<file path="config.mk">
export PLATFORM = sky130hd
export DESIGN_NAME = demux_collect8_flat
export DESIGN_NICKNAME = d
export VERILOG_FILES = /design/src/rtl/mux_pkg.sv /design/src/rtl/demux_collect8_if.sv /design/src/rtl/demux1_8.sv /design/src/rtl/demux_collect8.sv /design/src/flat_wrapper.sv
export SDC_FILE = /design/constraint.sdc
export NUM_CORES = 1
export LEC_CHECK = 0
export CORE_UTILIZATION = 30
export DETAILED_ROUTE_END_ITERATION = 8
export HOLD_SLACK_MARGIN = 0.05
export MAX_ROUTING_LAYER = met4
export PLACE_DENSITY = 0.57
export SLEW_MARGIN = 5
export SYNTH_ARGS = -nofsm -noshare
export SYNTH_HDL_FRONTEND = slang
export SYNTH_HIERARCHICAL = 1
export SYNTH_SLANG_ARGS = --single-unit
</file>
<file path="constraint.sdc">
create_clock -name clk -period 3 [get_ports clk]
set_input_delay 0.45 -clock clk [delete_from_list [all_inputs] [get_ports clk]]
set_output_delay 0.45 -clock clk [all_outputs]
set_load 0.05 [all_outputs]
</file>
<file path="src/rtl/mux_pkg.sv">
// Shared types and widths for the mux/demux library blocks.
package mux_pkg;

  localparam int unsigned BYTE_W = 8;
  localparam int unsigned SEL_W  = 3;

  typedef enum logic {
    COLLECT,
    HOLD
  } state_e;

endpackage

</file>
<file path="src/rtl/demux_collect8_if.sv">
// Bit-in / byte-out handshake bundle for demux_collect8.
interface demux_collect8_if;

  logic                        in_valid;
  logic                        in_ready;
  logic                        in_bit;
  logic [mux_pkg::SEL_W-1:0]   in_sel;
  logic                        mode;
  logic [mux_pkg::BYTE_W-1:0]  out;
  logic                        out_valid;
  logic                        out_ready;
  logic [mux_pkg::BYTE_W-1:0]  fill;

  modport master (
    output in_valid, in_bit, in_sel, mode, out_ready,
    input  in_ready, out, out_valid, fill
  );

  modport slave (
    input  in_valid, in_bit, in_sel, mode, out_ready,
    output in_ready, out, out_valid, fill
  );

endinterface

</file>
<file path="src/rtl/demux1_8.sv">
// Gate-level 1:8 decoder: y = onehot(sel) when en, else all zero.
module demux1_8 #(
  parameter real DELAY = 0.05
) (
  input  wire       en,
  input  wire [2:0] sel,
  output wire [7:0] y
);

  wire [2:0] sel_n;

  not #(DELAY) u_not[2:0] (sel_n, sel);

  for (genvar i = 0; i < 8; i++) begin : g_dec
    localparam logic [2:0] Code = 3'(i);
    and #(DELAY) u_and (y[i], en,
                        Code[2] ? sel[2] : sel_n[2],
                        Code[1] ? sel[1] : sel_n[1],
                        Code[0] ? sel[0] : sel_n[0]);
  end

endmodule

</file>
<file path="src/rtl/demux_collect8.sv">
// Steers accepted serial bits into byte positions and holds the finished byte
// behind a valid/ready handshake.
module demux_collect8
  import mux_pkg::*;
#(
  parameter real DELAY = 0.05
) (
  input  logic             clk,
  input  logic             reset,
  demux_collect8_if.slave  bus
);

  state_e              state_q;
  logic [BYTE_W-1:0]   data_q;
  logic [BYTE_W-1:0]   fill_q;
  logic [SEL_W-1:0]    cnt_q;

  logic                accept;
  logic [SEL_W-1:0]    idx;
  logic [BYTE_W-1:0]   we;
  logic [BYTE_W-1:0]   fill_nxt;
  logic                complete;

  assign accept   = bus.in_valid & (state_q == COLLECT);
  assign idx      = bus.mode ? cnt_q : bus.in_sel;

  demux1_8 #(
    .DELAY (DELAY)
  ) u_dec (
    .en  (accept),
    .sel (idx),
    .y   (we)
  );

  // Overwrites of a filled position leave the mask unchanged, so only
  // distinct positions bring the byte closer to completion.
  assign fill_nxt = fill_q | we;
  assign complete = &fill_nxt;

  always_ff @(posedge clk or posedge reset) begin
    if (reset) begin
      state_q <= COLLECT;
      data_q  <= '0;
      fill_q  <= '0;
      cnt_q   <= '0;
    end else begin
      unique case (state_q)
        COLLECT: begin
          if (accept) begin
            data_q <= (data_q & ~we) | ({BYTE_W{bus.in_bit}} & we);
            fill_q <= fill_nxt;
            if (bus.mode) cnt_q <= cnt_q + 3'd1;
            if (complete) begin
              state_q <= HOLD;
              cnt_q   <= '0;
            end
          end
        end
        HOLD: begin
          if (bus.out_ready) begin
            state_q <= COLLECT;
            fill_q  <= '0;
          end
        end
        default: state_q <= COLLECT;
      endcase
    end
  end

  assign bus.in_ready  = (state_q == COLLECT);
  assign bus.out_valid = (state_q == HOLD);
  assign bus.out       = data_q;
  assign bus.fill      = fill_q;

endmodule
</file>
<file path="src/flat_wrapper.sv">
// flat-port wrapper written by rule: the top's interface ports become plain ports
module demux_collect8_flat import mux_pkg::*;
#(
  parameter real DELAY = 0.05
)
  (clk, reset, bus_in_valid, bus_in_bit, bus_in_sel, bus_mode, bus_out_ready, bus_in_ready, bus_out, bus_out_valid, bus_fill);
  demux_collect8_if bus_i ();
  input  logic clk;
  input  logic reset;
  input wire logic [$bits(bus_i.in_valid)-1:0] bus_in_valid;
  input wire logic [$bits(bus_i.in_bit)-1:0] bus_in_bit;
  input wire logic [$bits(bus_i.in_sel)-1:0] bus_in_sel;
  input wire logic [$bits(bus_i.mode)-1:0] bus_mode;
  input wire logic [$bits(bus_i.out_ready)-1:0] bus_out_ready;
  output wire logic [$bits(bus_i.in_ready)-1:0] bus_in_ready;
  output wire logic [$bits(bus_i.out)-1:0] bus_out;
  output wire logic [$bits(bus_i.out_valid)-1:0] bus_out_valid;
  output wire logic [$bits(bus_i.fill)-1:0] bus_fill;
  assign bus_i.in_valid = bus_in_valid;
  assign bus_i.in_bit = bus_in_bit;
  assign bus_i.in_sel = bus_in_sel;
  assign bus_i.mode = bus_mode;
  assign bus_i.out_ready = bus_out_ready;
  assign bus_in_ready = bus_i.in_ready;
  assign bus_out = bus_i.out;
  assign bus_out_valid = bus_i.out_valid;
  assign bus_fill = bus_i.fill;
  demux_collect8 #(.DELAY(DELAY)) u_core (.clk(clk), .reset(reset), .bus(bus_i));
endmodule
</file>
==> qor.yml, run 1 <==
run_status: "finished, final reports clean"
rows: 20
hold_path_depth: 1
reg2reg_to: "u_core/cnt_q[0]"
drive_above_1_share_pct: 20.7
dp_hpwl_um: 1610
tightest_slew_ns: 0.774
grt_antenna_before_repair: 0
vdd_drop_max_uv: 526
yosys-top-cells-area: "dfrtp_1 (48%), mux2_2 (12%), a21oi_1 (9.2%)"
tns_ns: 0
rsz0062_at_grt: "false"
gp_congestion: 0.774
reg2reg_slack_ns: 0.87
synth_warnings: 6
power_density_mw_per_mm2: 1170
fmax_ghz: 0.434
arrival_ns: 1.86
synth_area_per_cell_um2: 12.2
cts-resized-gates: 0
final_common_cell: "clkdlybuf4s50_1"
synth_fp_nets: 95
ys_seq_area_share_pct: 48.3
areaGrowthSynthToFinish_pct: 27.9
via_per_inst: 5.00
cts_buffers: 3
cts_buffer_depth: 2
synthCells: 85
period_minus_slack_ns: 2.31
cts_hold_buffers: 0
finalNetCount: 123
finalHoldViolCount: 0
total_leakage_power_nw: 0.539
synth_top_area_share_pct: 48.3
wirelength_um: 2180
stdcell_area_mm2: 0.00133
clock-sinks: 20
synth.largest_area_cell: "dfrtp_1"
num_vias: 775
core-area_mm2: 0.00318
grt_pass1_wl_um: 3600
period_share_pct: 76.9
relSlewSlack_pct: 48.3
end_kind: "primary output"
syn_area_mm2: 0.00104
grt_max_degree: 21
insertion_delay_ns: 0.30
htreeDepth: 1
ant_nets: 0
wire_per_inst_um: 14.1
holdCritPathClass: "reg -> reg"
cp-start-kind: "flip-flop"
cts_tree: "yes"
synth_cell_types: 24
fp.dieH_um: 60.8
path_class: "reg -> out"
r2r.worst_path.cells: 6
final_cell_mix: "clkdlybuf4s50_1 (26), dfrtp_1 (20), a21oi_1 (19)"
setup_violations: 0
maxCapViolCount: 0
first_iter_violations: 6
grt_pass1_vias: 793
ios: 27
path_clk_slew_ns: 0.10
start_util_pct: 32.6
path_max_fanout: 13
portBuffers: 26
cts_setup_buffers: 0
die-area_mm2: 0.00370
drv_slew: 0
rr_startpoint: "u_core/bus.out_valid"
track_usage_pct: 14.1
grt.overflow.total: 0
cts_root_buf: "clkbuf_4"
die_x_um: 60.8
antennaDiodeCount: 0
finalClockSkew_ns: 0.00164
place_area_mm2: 0.00130
crit_required_ns: 2.55
drc: 0
ys_seq_elements: 20
drtPass1Iterations: 3
per-layer routing:
layer	vias up	GRT usage [%]	wire length (µm)
met1	383	16.8	1020
met5	-	-	0
met3	5	4.90	100
li1	370	-	-
met4	0	4.87	32
met2	17	22.3	1030
report_power, final:
| part | internal, mW | leakage [nW] | switching [mW] |
|---|---|---|---|
| Clock | 0.0468 | 0.0138 | 0.0764 |
| Combinational | 0.339 | 0.290 | 0.588 |
| Sequential | 0.399 | 0.235 | 0.0983 |
logic make-up after synthesis:
| family | Yosys count | share of synthesized area (%) |
|---|---|---|
| compound gates | 24 | 14.4 |
| simple gates | 20 | 15.4 |
| flops | 20 | 48.3 |
| mux | 12 | 12.9 |
| buf+inv | 6 | 6.15 |
| xor+xnor | 2 | 1.69 |
| fa+ha+maj | 1 | 1.21 |
synthesized netlist by cell type (all sizes together):
cell type,count
mux2,11
nor2b,1
a21oi,19
nor4b,1
dfrtp,20
xor2,2
o221a,1
buf,3
nor3,1
and4b,3
and4bb,3
inv,2
clkbuf,1
nand2,8
and4,1
ha,1
o2bb2ai,1
nand3b,1
o22ai,3
mux2i,1
nand4b,1
how the worst max path moves through the flow:
stage	from	endpoint	slack, ns	cells past startpoint
finish	u_core/bus.out_valid	bus_in_ready	0.69	2
global route	bus_mode	u_core/cnt_q[0]	0.51	6
CTS	u_core/bus.out_valid	bus_in_ready	0.69	2
detailed placement	bus_mode	u_core/cnt_q[1]	0.39	6
global placement	bus_mode	u_core/cnt_q[2]	0.44	6
floorplan	u_core/bus.out_valid	u_core/cnt_q[0]	1.01	7
worst max-delay path, cell delays in order (launching register included):
cell and delay, ns:
dfrtp_1 0.57, inv_1 0.17, clkdlybuf4s50_1 0.82
metrics by stage:
| stage | utilization (%) | worst slack, ns | hold WS, ns | cells | power (mW) |
|---|---|---|---|---|---|
| 5_1_grt | 41.7 | 0.506 | 0.538 | 155 | 1.63 |
| 4_1_cts | 41.7 | 0.691 | 0.524 | 155 | 1.56 |
| 3_5_place_dp | 41.0 | 0.386 | 0.497 | 152 | 1.43 |
| 2_1_floorplan | - | 1.01 | 0.414 | 85 | 1.14 |
| 3_3_place_gp | 41.0 | 0.437 | 0.491 | 152 | 1.42 |
| 6_report | 41.7 | 0.694 | 0.516 | 155 | 1.55 |
cell type report:
type / count / area, µm²
inverter: 2 / 7.51
multi-input combinational: 59 / 473
sequential: 20 / 500
timing repair buffer: 27 / 268
tap: 44 / 55.1
fill: 322 / 1850
clock buffer: 3 / 22.5
Note: power is estimated with default switching activity, not from simulation.
==> run 2, diff against run 1 <==
--- a/config.mk
+++ b/config.mk
@@ -9,7 +9,7 @@
 export DETAILED_ROUTE_END_ITERATION = 8
 export HOLD_SLACK_MARGIN = 0.05
 export MAX_ROUTING_LAYER = met4
-export PLACE_DENSITY = 0.57
+export PLACE_DENSITY = 0.59
 export SLEW_MARGIN = 5
 export SYNTH_ARGS = -nofsm -noshare
 export SYNTH_HDL_FRONTEND = slang
==> constraint.sdc (replaced) <==
create_clock -name clk -period 1.9 [get_ports clk]
set_input_delay 0.285 -clock clk [delete_from_list [all_inputs] [get_ports clk]]
set_output_delay 0.285 -clock clk [all_outputs]
set_load 0.05 [all_outputs]
==> run 2 against run 1 <==
Effect of this change: total power increased by 62%; clock skew increased by 0.0068 ns; sequential share of layout area is 2.8 points lower; critical path type unchanged; clock-buffer cell count unchanged; highest routed layer unchanged; register-to-register slack lost 0.62 ns; clock power grew 52%; final area rose by 7.9%; routed wire length is 3.0% higher; worst setup slack got worse by 0.59 ns.
==> qor.yml, run 2 (same netlist as run 1, synthesis figures left out) <==
run_status: "finished, final reports clean"
htreeDepth: 1  # unchanged
critPathBufInv: 1  # -1
tightest_slew_ns: 0.499  # -0.276 ns
antennaDiodeCount: 0  # unchanged
power_mw: 2.51  # +62%
grt.overflow.total: 0  # unchanged
die_x_um: 60.8  # unchanged
drv_slew: 0  # unchanged
fp.dieH_um: 60.8  # unchanged
setup_violations: 0  # unchanged
grt_use_met3_pct: 1.92  # -3.0 points
rsz0062_at_grt: "false"
cts_buffer_depth: 2  # unchanged
drc: 0  # unchanged
cts_tree: "yes"
finalHoldViolCount: 0  # unchanged
top_usage_layer: "met2"
portBuffers: 26  # unchanged
period_minus_slack_ns: 1.80
grt_max_degree: 21  # unchanged
dp_hpwl_um: 1640  # +2.0%
use_met2_pct: 24.2  # +1.9 points
start_util_pct: 32.6  # unchanged
fmax_ghz: 0.557
finalNetCount: 134  # +8.9%
insertion_delay_ns: 0.29  # about the same
drive_above_1_share_pct: 31.1  # +10 points
power_density_mw_per_mm2: 1760  # +50%
final_common_cell: "clkdlybuf4s50_1"
vdd_drop_max_uv: 892  # +70%
end_kind: "primary output"
track_usage_pct: 14.1  # -0.033 points
path_clk_slew_ns: 0.11  # about the same
wire_per_inst_um: 13.5  # -3.8%
holdCritPathClass: "in -> async"
relSlewSlack_pct: 66.6  # +18 points
num_vias: 821  # +5.9%
ant_nets: 0  # unchanged
areaGrowthSynthToFinish_pct: 38.0
wirelength_um: 2240  # +3.0%
rows: 20  # unchanged
cp-start-kind: "flip-flop"
gp_congestion: 0.794  # +2.6%
path_cells: "clkdlybuf4s50_1"
post-route-util_pct: 45.0  # +3.3 points
final_cell_mix: "clkdlybuf4s50_1 (23), dfrtp_1 (20), a21oi_1 (19)"
grt_pass1_wl_um: 3700  # +2.7%
cts_hold_buffers: 0  # unchanged
grt_pass1_vias: 867  # +9.3%
via_per_inst: 4.95  # -1.1%
drtPass1Iterations: 4  # +1
ios: 27  # unchanged
place_inst: 162  # +6.6%
die-area_mm2: 0.00370  # unchanged
total_leakage_power_nw: 0.622  # +15%
maxCapViolCount: 0  # unchanged
path_max_fanout: 3  # -10
finalClockSkew_ns: 0.00839  # +0.00676 ns
crit_required_ns: 1.62  # -0.93 ns
first_iter_violations: 17  # +11
cts_buffers: 3  # unchanged
arrival_ns: 1.51  # -0.35 ns
core-area_mm2: 0.00318  # unchanged
grt_antenna_before_repair: 0  # unchanged
period_share_pct: 94.6
max_stage_delay_ns: 0.82  # about the same
tns_ns: 0  # unchanged
met1_usage_pct: 16.6  # -0.22 points
finalNonFillerCells: 166  # +7.1%
cp_slowest_cell: "clkdlybuf4s50_1"
clock-sinks: 20  # unchanged
cts_root_buf: "clkbuf_4"
critPathTopFamily: "buffers and inverters"
path_class: "reg -> out"
-- run 2: cell types whose count changed in the layout (fill, tap and decap cells not counted), moves of 3 or more --
| cell | before | now |
|---|---|---|
| mux2_4 | 0 | 3 |
| clkdlybuf4s50_1 | 26 | 23 |
| mux2_2 | 11 | 8 |
| buf_4 | 1 | 14 |
-- run 2: stage by stage --
stage	instance area, µm²	worst slack, ns	hold WS (ns)
2_1_floorplan	1040	0.0125	0.249
3_3_place_gp	1380	-0.287	0.488
3_5_place_dp	1380	-0.404	0.491
4_1_cts	1420	0.0222	0.307
5_1_grt	1430	0.0300	0.340
6_report	1430	0.103	0.304
-- run 2: worst min-delay path: cells and delay by family --
family,cells,cell delay (ns)
buffers and inverters,3,0.70
-- run 2: final cells by class --
cell class,instances,area (µm²)
Sequential cell,20,500
Tap cell,44,55.1
Timing Repair Buffer,38,348
Clock buffer,3,22.5
Fill cell,308,1750
Inverter,2,7.51
Multi-Input combinational cell,59,498
-- run 2: path summary, 6_finish.rpt --
check / slack [ns] / depth (start not counted) / startpoint / endpoint
max: 0.10 / 1 / u_core/bus.fill[4] / bus_fill[4]
min: 0.30 / 3 / reset / asynchronous set/reset pin
min in group clk: 0.52 / 1 / flip-flop / flip-flop
max in group asynchronous: 1.38 / 3 / reset / u_core/bus.fill[5]
max reg2reg: 0.25 / 6 / u_core/cnt_q[1] / u_core/cnt_q[2]
min reg2reg: 0.52 / 1 / flip-flop / flip-flop
-- run 2: what timing repair did --
| action | in CTS | in global routing |
|---|---|---|
| endpoints found under the setup margin | 5 | 5 |
| resized for setup | 1 | 5 |
| cloned | 0 | 0 |
| pin swaps | 1 | 0 |
| setup buffers | 1 | 0 |
-- run 2: routing by layer --
layer,vias to the layer above,wire length (µm),part of all wire (%)
met1,404,1030,46
li1,395,-,-
met4,0,16,0.71
met3,2,90,4.0
met5,-,0,0
met2,20,1110,49
-- run 2: power by group --
| group | internal (mW) | total [mW] | leakage (nW) | switching (mW) |
|---|---|---|---|---|
| Clock | 0.0735 | 0.187 | 0.0138 | 0.114 |
| Combinational | 0.589 | 1.56 | 0.373 | 0.966 |
| Sequential | 0.630 | 0.770 | 0.235 | 0.140 |
| Total | 1.29 | 2.51 | 0.622 | 1.22 |
==> run 3, diff against run 2 <==
--- a/config.mk
+++ b/config.mk
@@ -5,6 +5,8 @@
 export SDC_FILE = /design/constraint.sdc
 export NUM_CORES = 1
 export LEC_CHECK = 0
+export ABC_CLOCK_PERIOD_IN_PS = 1900
+export CORE_MARGIN = 2
 export CORE_UTILIZATION = 30
 export DETAILED_ROUTE_END_ITERATION = 8
 export HOLD_SLACK_MARGIN = 0.05
==> run 3 against run 2 <==
Effect of this change: routed wire length fell by 1.8%; fmax rose by 0.52%; sequential share of layout area rose by 0.25 points; final cell count rose by 1.8%; via count fell by 3.4%.
==> qor.yml, run 3 (same netlist as run 1, synthesis figures left out) <==
run_status: "finished, final reports clean"
path_cells: "clkdlybuf4s50_1"
gp_congestion: 0.773  # -2.6%
finalClockSkew_ns: 0.00272  # -0.00567 ns
path_class: "reg -> out"
start_util_pct: 31.1  # -1.6 points
path_clk_slew_ns: 0.11  # about the same
end_kind: "primary output"
grt_pass1_vias: 824  # -5.0%
reg2reg_to: "u_core/bus.out_valid"
r2r.worst_path.cells: 7  # +1
grt_antenna_before_repair: 0  # unchanged
areaGrowthSynthToFinish_pct: 37.0
period_share_pct: 94.1  # -0.49 points
htreeDepth: 1  # unchanged
grt_pass1_wl_um: 3740  # +1.1%
critPathBufInv: 1  # unchanged
die-area_mm2: 0.00394  # +6.7%
finalHoldViolCount: 0  # unchanged
max_stage_delay_ns: 0.82  # about the same
setup_violations: 0  # unchanged
cts_buffers: 3  # unchanged
grt.overflow.total: 0  # unchanged
reg2reg_slack_ns: 0.17  # -0.08 ns
holdCritPathClass: "in -> async"
tightest_slew_ns: 0.510  # +0.0108 ns
fillers: 333  # +8.1%
cts_buffer_depth: 2  # unchanged
final_common_cell: "clkdlybuf4s50_1"
drc: 0  # unchanged
fmax_ghz: 0.559  # +0.52%
vdd_drop_max_uv: 869  # -2.6%
antennaDiodeCount: 0  # unchanged
grt_max_degree: 21  # unchanged
rr_startpoint: "u_core/cnt_q[0]"
relSlewSlack_pct: 65.9  # -0.72 points
portBuffers: 26  # unchanged
num_vias: 793  # -3.4%
drive_above_1_share_pct: 30.9  # -0.25 points
period_minus_slack_ns: 1.79  # -0.00926 ns
path_max_fanout: 3  # unchanged
rows: 21  # +5.0%
drv_slew: 0  # unchanged
clock-sinks: 20  # unchanged
crit_required_ns: 1.62  # about the same
insertion_delay_ns: 0.29  # about the same
critPathTopFamily: "buffers and inverters"
ant_nets: 0  # unchanged
cp_slowest_cell: "clkdlybuf4s50_1"
cts_root_buf: "clkbuf_4"
total_leakage_power_nw: 0.608  # -2.2%
rsz0062_at_grt: "false"
finalNetCount: 135  # +0.75%
tns_ns: 0  # unchanged
wire_per_inst_um: 13.0  # -3.5%
die_x_um: 62.8  # +3.3%
cp-start-kind: "flip-flop"
via_per_inst: 4.69  # -5.1%
core-area_mm2: 0.00334  # +5.0%
stdcell_area_mm2: 0.00142  # -0.70%
cts_tree: "yes"
power_density_mw_per_mm2: 1760  # +0.29%
first_iter_violations: 23  # +6
ios: 27  # unchanged
power_mw: 2.50  # -0.41%
arrival_ns: 1.50  # about the same
fp.dieH_um: 62.8  # +3.3%
wirelength_um: 2200  # -1.8%
final_cell_mix: "clkdlybuf4s50_1 (23), dfrtp_1 (20), a21oi_1 (19)"
place_area_mm2: 0.00139  # +0.73%
track_usage_pct: 12.2  # -1.9 points
post-route-util_pct: 42.6  # -2.4 points
maxCapViolCount: 0  # unchanged
drtPass1Iterations: 4  # unchanged
dp_hpwl_um: 1670  # +1.8%
-- run 3: what timing repair did --
action,in CTS,in global routing
hold endpoints to repair,0,0
endpoints found under the setup margin,4,0
hold buffers,0,0
resized for setup,2,0
buffers inserted,1,0
-- run 3: area by class of cell --
cell class,instances,area [µm²],share of cell area (%)
clock buffers,3,22.5,1.58
flip-flops and latches,20,500,35.2
well taps,46,57.6,4.05
inverters,2,7.51,0.528
multi-input cells,59,482,33.9
repair buffers,39,352,24.7
-- run 3: routing by layer --
| metal | wire length [µm] | up-vias | share of wire, % | global-route usage (%) |
|---|---|---|---|---|
| li1 | - | 392 | - | - |
| met1 | 1080 | 382 | 49 | 15.7 |
| met2 | 1030 | 17 | 47 | 19.4 |
| met3 | 87 | 2 | 3.9 | 2.34 |
| met4 | 10 | 0 | 0.45 | 4.17 |
| met5 | 0 | - | 0 | - |
-- run 3: per-stage QoR --
stage          worst slack, ns  cells  hold WS (ns)
6_report                 0.112    169         0.317
5_1_grt                 0.0393    169         0.343
3_5_place_dp            -0.384    165         0.492
3_3_place_gp            -0.277    165         0.493
4_1_cts                 0.0965    169         0.318
2_1_floorplan           0.0125     85         0.249
-- run 3: power breakdown --
part / internal [mW] / leakage, nW / switching, mW
clock: 0.0735 / 0.0138 / 0.118
combinational: 0.584 / 0.359 / 0.958
sequential: 0.629 / 0.235 / 0.138
-- run 3: how the worst max path moves through the flow --
stage | from | end | slack, ns | cells past startpoint
after CTS | u_core/bus.fill[6] | bus_fill[6] | 0.1 | 1
after detailed placement | bus_mode | u_core/cnt_q[2] | -0.38 | 6
after floorplan | u_core/bus.out_valid | u_core/cnt_q[0] | 0.01 | 7
after global placement | bus_mode | u_core/cnt_q[2] | -0.28 | 6
after global routing | u_core/bus.fill[5] | bus_fill[5] | 0.04 | 1
final | u_core/bus.fill[6] | bus_fill[6] | 0.11 | 1
